--- src/rtl/fetch_queue.sv ---
// Instruction-fetch front end: PC generator, one-deep ROM request tracker and a
// DEPTH-entry FWFT queue feeding decode. Optional macro: FETCH_QUEUE_ADEF_EN.
module fetch_queue #(
  parameter int                ADDR_W   = 32,
  parameter int                INST_W   = 32,
  parameter int                DEPTH    = 4,
  parameter logic [ADDR_W-1:0] RESET_PC = 32'h1c000000
) (
  input  logic                       clk,
  input  logic                       rst,
  input  logic [INST_W-1:0]          inst_i,
  output logic [ADDR_W-1:0]          inst_addr_o,
  output logic                       rom_ce_o,
  output logic                       id_valid_o,
  input  logic                       id_ready_i,
  output logic [ADDR_W-1:0]          id_pc_o,
  output logic [INST_W-1:0]          id_inst_o,
  output logic                       id_excp_o,
  input  logic                       redirect_i,
  input  logic [ADDR_W-1:0]          redirect_pc_i,
  output logic [$clog2(DEPTH):0]     count_o
);

  localparam int PTR_W = $clog2(DEPTH);
  localparam int CNT_W = PTR_W + 1;

  logic [ADDR_W-1:0] pc_q, pend_pc_q;
  logic              pend_q, run_q;
  logic [PTR_W:0]    wr_ptr, rd_ptr;
  logic [CNT_W-1:0]  count_q;

  logic [ADDR_W-1:0] pc_mem   [DEPTH];
  logic [INST_W-1:0] inst_mem [DEPTH];

  logic [PTR_W-1:0]  wr_idx, rd_idx;
  logic              empty, head_vis, pop, push, issue;
  logic [CNT_W:0]    need;
  logic [ADDR_W-1:0] tgt, push_pc;
  logic [INST_W-1:0] push_inst;
  logic              mis, adef_q, halt_q;

  assign wr_idx   = wr_ptr[PTR_W-1:0];
  assign rd_idx   = rd_ptr[PTR_W-1:0];
  assign empty    = (wr_ptr == rd_ptr);
  assign head_vis = ~rst & ~empty;

  assign id_valid_o = head_vis & ~redirect_i;
  assign id_pc_o    = head_vis ? pc_mem[rd_idx]   : '0;
  assign id_inst_o  = head_vis ? inst_mem[rd_idx] : '0;
  assign pop        = id_valid_o & id_ready_i;
  assign count_o    = rst ? '0 : count_q;

  // Credit check counts the in-flight word so a response can never hit a full queue.
  assign need  = {1'b0, count_q} + {{CNT_W{1'b0}}, pend_q} - {{CNT_W{1'b0}}, pop};
  assign issue = run_q & ~rst & ~redirect_i & (need < (CNT_W+1)'(DEPTH));

  assign rom_ce_o    = issue;
  assign inst_addr_o = pc_q;

  assign push      = ~rst & ~redirect_i & (pend_q | adef_q);
  assign push_pc   = adef_q ? pc_q : pend_pc_q;
  assign push_inst = adef_q ? '0   : inst_i;

`ifdef FETCH_QUEUE_ADEF_EN
  logic [DEPTH-1:0] excp_mem;

  assign mis       = |redirect_pc_i[1:0];
  assign tgt       = redirect_pc_i;
  assign id_excp_o = head_vis & excp_mem[rd_idx];

  // A misaligned target injects one flagged entry, then fetch stays parked.
  always_ff @(posedge clk) begin
    if (rst) begin
      adef_q <= 1'b0;
      halt_q <= 1'b0;
    end else if (redirect_i) begin
      adef_q <= mis;
      halt_q <= mis;
    end else begin
      adef_q <= 1'b0;
    end
  end

  always_ff @(posedge clk) begin
    if (push) excp_mem[wr_idx] <= adef_q;
  end
`else
  assign mis       = 1'b0;
  assign adef_q    = 1'b0;
  assign halt_q    = 1'b0;
  assign tgt       = redirect_pc_i & ~ADDR_W'(3);
  assign id_excp_o = 1'b0;
`endif

  always_ff @(posedge clk) begin
    if (push) begin
      pc_mem[wr_idx]   <= push_pc;
      inst_mem[wr_idx] <= push_inst;
    end
  end

  always_ff @(posedge clk) begin
    if (rst) begin
      pc_q      <= RESET_PC;
      pend_q    <= 1'b0;
      pend_pc_q <= '0;
      run_q     <= 1'b0;
      wr_ptr    <= '0;
      rd_ptr    <= '0;
      count_q   <= '0;
    end else if (redirect_i) begin
      // Flush: drop queue contents and whatever response is due next cycle.
      pc_q    <= tgt;
      pend_q  <= 1'b0;
      rd_ptr  <= wr_ptr;
      count_q <= '0;
      run_q   <= ~mis;
    end else begin
      pend_q <= issue;
      if (issue) begin
        pend_pc_q <= pc_q;
        pc_q      <= pc_q + ADDR_W'(4);
      end
      if (push) wr_ptr <= wr_ptr + (PTR_W+1)'(1);
      if (pop)  rd_ptr <= rd_ptr + (PTR_W+1)'(1);
      count_q <= count_q + {{(CNT_W-1){1'b0}}, push} - {{(CNT_W-1){1'b0}}, pop};
      run_q   <= ~halt_q;
    end
  end

endmodule

--- config.mk ---
export PLATFORM = sky130hd
export DESIGN_NAME = fetch_queue
export DESIGN_NICKNAME = d
export VERILOG_FILES = /design/src/rtl/fetch_queue.sv
export SDC_FILE = /design/constraint.sdc
export NUM_CORES = 1
export LEC_CHECK = 0
export CAP_MARGIN = 15
export CORE_UTILIZATION = 50
export DETAILED_ROUTE_END_ITERATION = 8
export PLACE_DENSITY = 0.79
export SKIP_CTS_REPAIR_TIMING = 1
export SYNTH_ARGS = -nofsm -noshare
export SYNTH_HDL_FRONTEND = slang
export SYNTH_SLANG_ARGS = --single-unit
export TNS_END_PERCENT = 1
--- constraint.sdc ---
create_clock -name clk -period 19.1 [get_ports clk]
set_input_delay 5.73 -clock clk [delete_from_list [all_inputs] [get_ports clk]]
set_output_delay 5.73 -clock clk [all_outputs]
set_load 0.02 [all_outputs]
# After elaboration in Yosys (flattened, before gate mapping)

Memories as Yosys holds them, arrays and structs flattened. A register that Yosys moved wholly into a read port is not among the register bits.
Index checks and enable logic that the tools add are counted.

Bits in registers: 75
Bits in writable memories: 256
Input bits: 68
Output and inout port bits: 102
Logic and storage cells: 49
Memories: 2

Add/subtract/negate cells: 7
Magnitude comparators: 1
Equality and inequality tests: 1
Multiplexer cells: 14
Bitwise gates (word level): 11
Reductions and logical operators: 5

Memories:

| memory   | depth | bits a word | read ports | clocked after Yosys merged registers in | wr ports | RTL line | source |
|---|---|---|---|---|---|---|---|
| inst_mem | 4     | 32          | 1          | 1                                       | 1        | 33       | `logic [INST_W-1:0] inst_mem [DEPTH];` |
| pc_mem   | 4     | 32          | 1          | 1                                       | 1        | 32       | `logic [ADDR_W-1:0] pc_mem [DEPTH];` |

Operator list:

| operator                                                                      | count |
|---|---|
| 32-bit 2-to-1 mux                                                             | 4 |
| 32-bit by 3-bit adder with 32-bit output (second input constant)              | 1 |
| 3-bit 2-to-1 mux                                                              | 3 |
| 1-bit bitwise AND                                                             | 8 |
| 2-bit 2-to-1 mux                                                              | 4 |
| 3-bit by 1-bit adder with 3-bit output (second input constant)                | 2 |
| 3-bit by 1-bit adder with 4-bit output                                        | 1 |
| 4-bit by 3-bit less-than comparator with 1-bit output (second input constant) | 1 |
| 2-bit AND reduction                                                           | 2 |
| 2-bit nonzero test                                                            | 2 |
| 4-bit by 1-bit subtractor with 4-bit output                                   | 1 |
| 3-bit by 1-bit adder with 3-bit output                                        | 1 |
| 3-bit == test                                                                 | 1 |
| 1-bit 2-to-1 mux                                                              | 3 |
| 1-bit NOT                                                                     | 3 |
| 3-bit by 1-bit subtractor with 3-bit output                                   | 1 |
| 2-bit OR reduction                                                            | 1 |

# Logic depth before layout (Yosys ltp)

Depth after elaboration: 10
Gate-level depth with buffers: 13
Mapped depth without buffers: 11

# Worst setup path after synthesis

Ideal clock, no wire load.

Kind: input-to-output
Start: input port rst
End: output port rom_ce_o
Data arrival time: 8,257 ps
Data required time: 13,370 ps
Path slack: 5,113 ps
Stages on the path: 11
Buffers on the path: 2
Path through: or2_4 -> a311oi_1 -> ha_1 -> inv_1 -> ha_1 -> nand3b_2 -> a2111oi_4 -> nor2_2 -> inv_2 -> buf_4 -> buf_2

Cells in the longest elaborated chain, start to end: 7
Elaborated cells on any way between the ends: 9
Classes of those cells: add/sub: 1; order compare: 1; bitwise: 7

RTL lines:

| item                                                  | RTL line | source |
|---|---|---|
| from (decl)                                           | 10       | `input logic rst,` |
| 1-bit NOT (*)                                         | 45, 55   |  |
| 1-bit bitwise AND                                     | 45       | `assign head_vis = ~rst & ~empty;` |
| 1-bit bitwise AND                                     | 47       | `assign id_valid_o = head_vis & ~redirect_i;` |
| 1-bit bitwise AND                                     | 50       | `assign pop = id_valid_o & id_ready_i;` |
| 4-bit by 1-bit subtractor with 4-bit output           | 54       | `assign need = {1'b0, count_q} + {{CNT_W{1'b0}}, pend_q} - {{CNT_W{1'b0}}, pop};` |
| 4-bit by 3-bit less-than comparator with 1-bit output | 55       | `assign issue = run_q & ~rst & ~redirect_i & (need < (CNT_W+1)'(DEPTH));` |
| 1-bit bitwise AND (*)                                 | 55       |  |
| to (decl)                                             | 13       | `output logic rom_ce_o,` |

Every way passes the cells marked *; elsewhere a longest branch is shown, timed or not.

# Worst setup path in the final report

Start: input port redirect_i
End: output port rom_ce_o

Cells in the longest elaborated chain, start to end: 6
Elaborated cells on any way between the ends: 7
Classes of those cells: add/sub: 1; order compare: 1; bitwise: 5

RTL lines:

| item                                                  | RTL line | source |
|---|---|---|
| from (decl)                                           | 19       | `input logic redirect_i,` |
| 1-bit NOT (no source line) (*)                        | -        |  |
| 1-bit bitwise AND                                     | 47       |  |
| 1-bit bitwise AND                                     | 50       |  |
| 4-bit by 1-bit subtractor with 4-bit output           | 54       |  |
| 4-bit by 3-bit less-than comparator with 1-bit output | 55       |  |
| 1-bit bitwise AND (*)                                 | 55       |  |

Marks and branches as above.

==> flow_summary.json <==
{
  "status": "finished, final reports clean",
  "dp_hpwl_mm": 16.4,
  "drtAntennaViolNets": 0,
  "start_util": 0.514,
  "pre_cts_ws_ns": 3.92,
  "p_clk_frac": 0.398,
  "grt_max_degree": 85,
  "yosysTopAreaCellShare": 0.572,
  "rsz0062_at_grt": "false",
  "maxCapViolCount": 0,
  "switchingPower_w": 0.000324,
  "grt_pass1_wl_mm": 44.1,
  "critPathArrivalTime_ns": 9.43,
  "drc": 0,
  "placed_area_sq_um": 14900,
  "fp-row-count": 58,
  "min_period_ns": 15.16,
  "wl_mm": 28.3,
  "dr.pass1.iters": 5,
  "fp.coreArea_sq_um": 25300,
  "die_area_sq_um": 26700,
  "avgSynthCellArea_sq_um": 15.0,
  "grt_overflow_total": 0,
  "clk_path_buf_depth": 3,
  "ys_top_cells_by_count": "248 x edfxtp_1, 103 x nand2_1, 75 x and3_1",
  "detail_route.vias_per_cell": 5.82,
  "port-buffer-count": 162,
  "tightest_slew_ns": 1.09,
  "synth_ff_type": "edfxtp_1",
  "synthCells": 866,
  "max_freq_ghz": 0.0660,
  "crit_fanout": 49,
  "p_leak_nw": 5.24,
  "clockRootBuffer": "clkbuf_16",
  "cp-start-kind": "input pin",
  "ys_warn_count": 0,
  "clock_sinks": 321,
  "synth_area_sq_um": 13000,
  "synth-seq-cells": 321,
  "p_seq_frac": 0.519,
  "ioPinCount": 170,
  "p_int_w": 0.00116,
  "yosysSeqAreaShare": 0.684,
  "reg2reg_slack_ns": 15.25,
  "clk_latency_ns": 0.55,
  "crit_type": "in2out",
  "synthDistinctLibCells": 55,
  "async_reset_ff_frac": 0,
  "final.setup_skew_ns": 0.0179,
  "drv_slew": 0,
  "diodes": 0,
  "p_sw_frac": 0.218,
  "power_w": 0.00149,
  "worstPathCellList": "clkdlybuf4s50_1 > buf_4 > or2_4 > a311oi_1 > ha_1 > inv_1 > ha_1 > nand3b_2 > a2111oi_4 > nor2_4 > inv_2 > clkdlybuf4s50_1",
  "fin_ws_ns": 3.94,
  "critPathTopFamily": "buffers and inverters",
  "finalInstanceArea_sq_um": 15900,
  "cts_buffers": 31,
  "period_share": 0.794,
  "peakVddDrop_uv": 99.2,
  "hold_viol_final": 0,
  "worstPathRequired_ns": 13.37,
  "cts_tree": "built",
  "grt_pass1_vias": 7962,
  "antenna_found_initial": 0,
  "fin_setup_tns_ns": 0,
  "cpPeakStageDelay_ns": 0.70,
  "cellPowerDensity_nw_per_um2": 93.7,
  "setup_violations": 0,
  "relSlewSlack": 0.273,
  "critPathCaptureType": "primary output",
  "final_nets": 1092,
  "worst-path-buf-inv": 5,
  "combPwrFrac": 0.083,
  "drt_iter0_markers": 664,
  "fin_util": 0.627,
  "yosysMostFrequentCell": "edfxtp_1",
  "wl_per_cell_um": 20.7,
  "track_usage": 0.216,
  "vias": 7945,
  "path_clk_slew_ns": 0.06,
  "gp_congestion": 0.825,
  "htree_levels": 1,
  "yosys.area.top_type": "edfxtp_1",
  "synth_edf_count": 248,
  "syn_to_final_growth_pct": 22.0,
  "cp_slowest_cell": "a311oi_1",
  "holdCritPathClass": "reg2reg",
  "yosys-top-cells-area": "edfxtp_1 57%, dfxtp_1 11%, mux4_2 11%",
  "layout-drive-gt1-share": 0.125,
  "die_h_um": 163,
  "chipWidth_um": 163
}
## power by group through the flow
stage	sequential, W	clock [W]	combinational (W)
finish	0.000773	0.000592	0.000123
floorplan	0.000783	0	0.0000683
global placement	0.000788	0	0.000122
detailed placement	0.000788	0	0.000123
CTS	0.000774	0.000601	0.000123
global route	0.000775	0.000627	0.000132
## layout by cell type, fill, tap and decap left out, types with 4 or more instances in the layout
cell type,synthesis,routed
a31oi_1,10,10
a311oi_1,4,4
inv_1,17,16
o21ai_0,7,7
edfxtp_1,248,248
or4_1,5,5
mux4_2,62,62
clkdlybuf4s50_1,0,161
nand3_1,12,11
and4_1,6,6
and2_1,7,7
conb_1,1,5
nor2_1,25,25
o22ai_1,6,6
a21oi_1,51,51
clkbuf_16,0,31
ha_1,11,11
a22oi_1,7,7
nor3_1,9,9
o211ai_1,4,4
and3_1,75,71
buf_4,7,7
clkinv_1,0,6
and3_4,0,4
nand2_1,103,103
dfxtp_1,73,71
xnor2_1,7,7
clkbuf_1,34,9
nand4_1,9,9
## per-layer routing
metal,global-route usage,vias up,share of wire
met5,0,-,0
met4,0.0748,0,0.028
met3,0.0442,42,0.078
met2,0.353,339,0.47
met1,0.288,3907,0.42
li1,-,3657,-
## registers in the layout, summed over array words and instances, names as in the netlist, named ones only
signal	cells
inst_mem	128
pc_mem	120
inst_addr_o	30
pend_pc_q	30
count_q	3
rd_ptr	3
wr_ptr	3
pend_q	1
run_q	1
## stage by stage
step           hold slack [ns]  cells
4_1_cts                  0.497   1365
2_1_floorplan            0.460    870
3_3_place_gp             0.476   1308
3_5_place_dp             0.489   1308
6_report                 0.496   1366
5_1_grt                  0.518   1366
## cell type report
cell class | instances | area [sq um]
Fill cell | 1846 | 9450
Sequential cell | 321 | 8920
Multi-Input combinational cell | 470 | 3810
Timing Repair Buffer | 170 | 1680
Clock buffer | 42 | 837
Tap cell | 330 | 413
Clock inverter | 15 | 154
Inverter | 18 | 67.6
## logic make-up after synthesis
logic type               after synthesis  share of synthesized area
AO/OA/AOI/OAI                        117                     0.0590
XOR/XNOR                              10                    0.00673
adder cells (fa/ha/maj)               12                     0.0121
buffers and inverters                 79                     0.0265
flip-flops                           321                      0.684
multiplexers                          63                      0.108
other                                  1                   0.000288
AND/OR/NAND/NOR                      263                      0.103
## worst register-to-register path, cell delays in order, from the launching register on
cell       delay [ns]
dfxtp_1          0.42
xnor2_1          0.14
a311oi_1         0.75
ha_1             0.27
inv_1            0.05
ha_1             0.28
nand3b_2         0.13
a2111oi_4        0.52
nor2_4           0.05
inv_2            0.07
buf_4            0.53
o311ai_0         0.35
a31oi_1          0.23
## path summary, 6_finish.rpt
check,end,cells after the start,start
setup / recovery,rom_ce_o,12,redirect_i
hold / removal,pend_pc_q[22],2,pend_pc_q[22]
setup reg to reg,inst_addr_o[15],12,wr_ptr[1]
hold reg to reg,pend_pc_q[22],2,pend_pc_q[22]
Power figures use the tool's default switching activity.
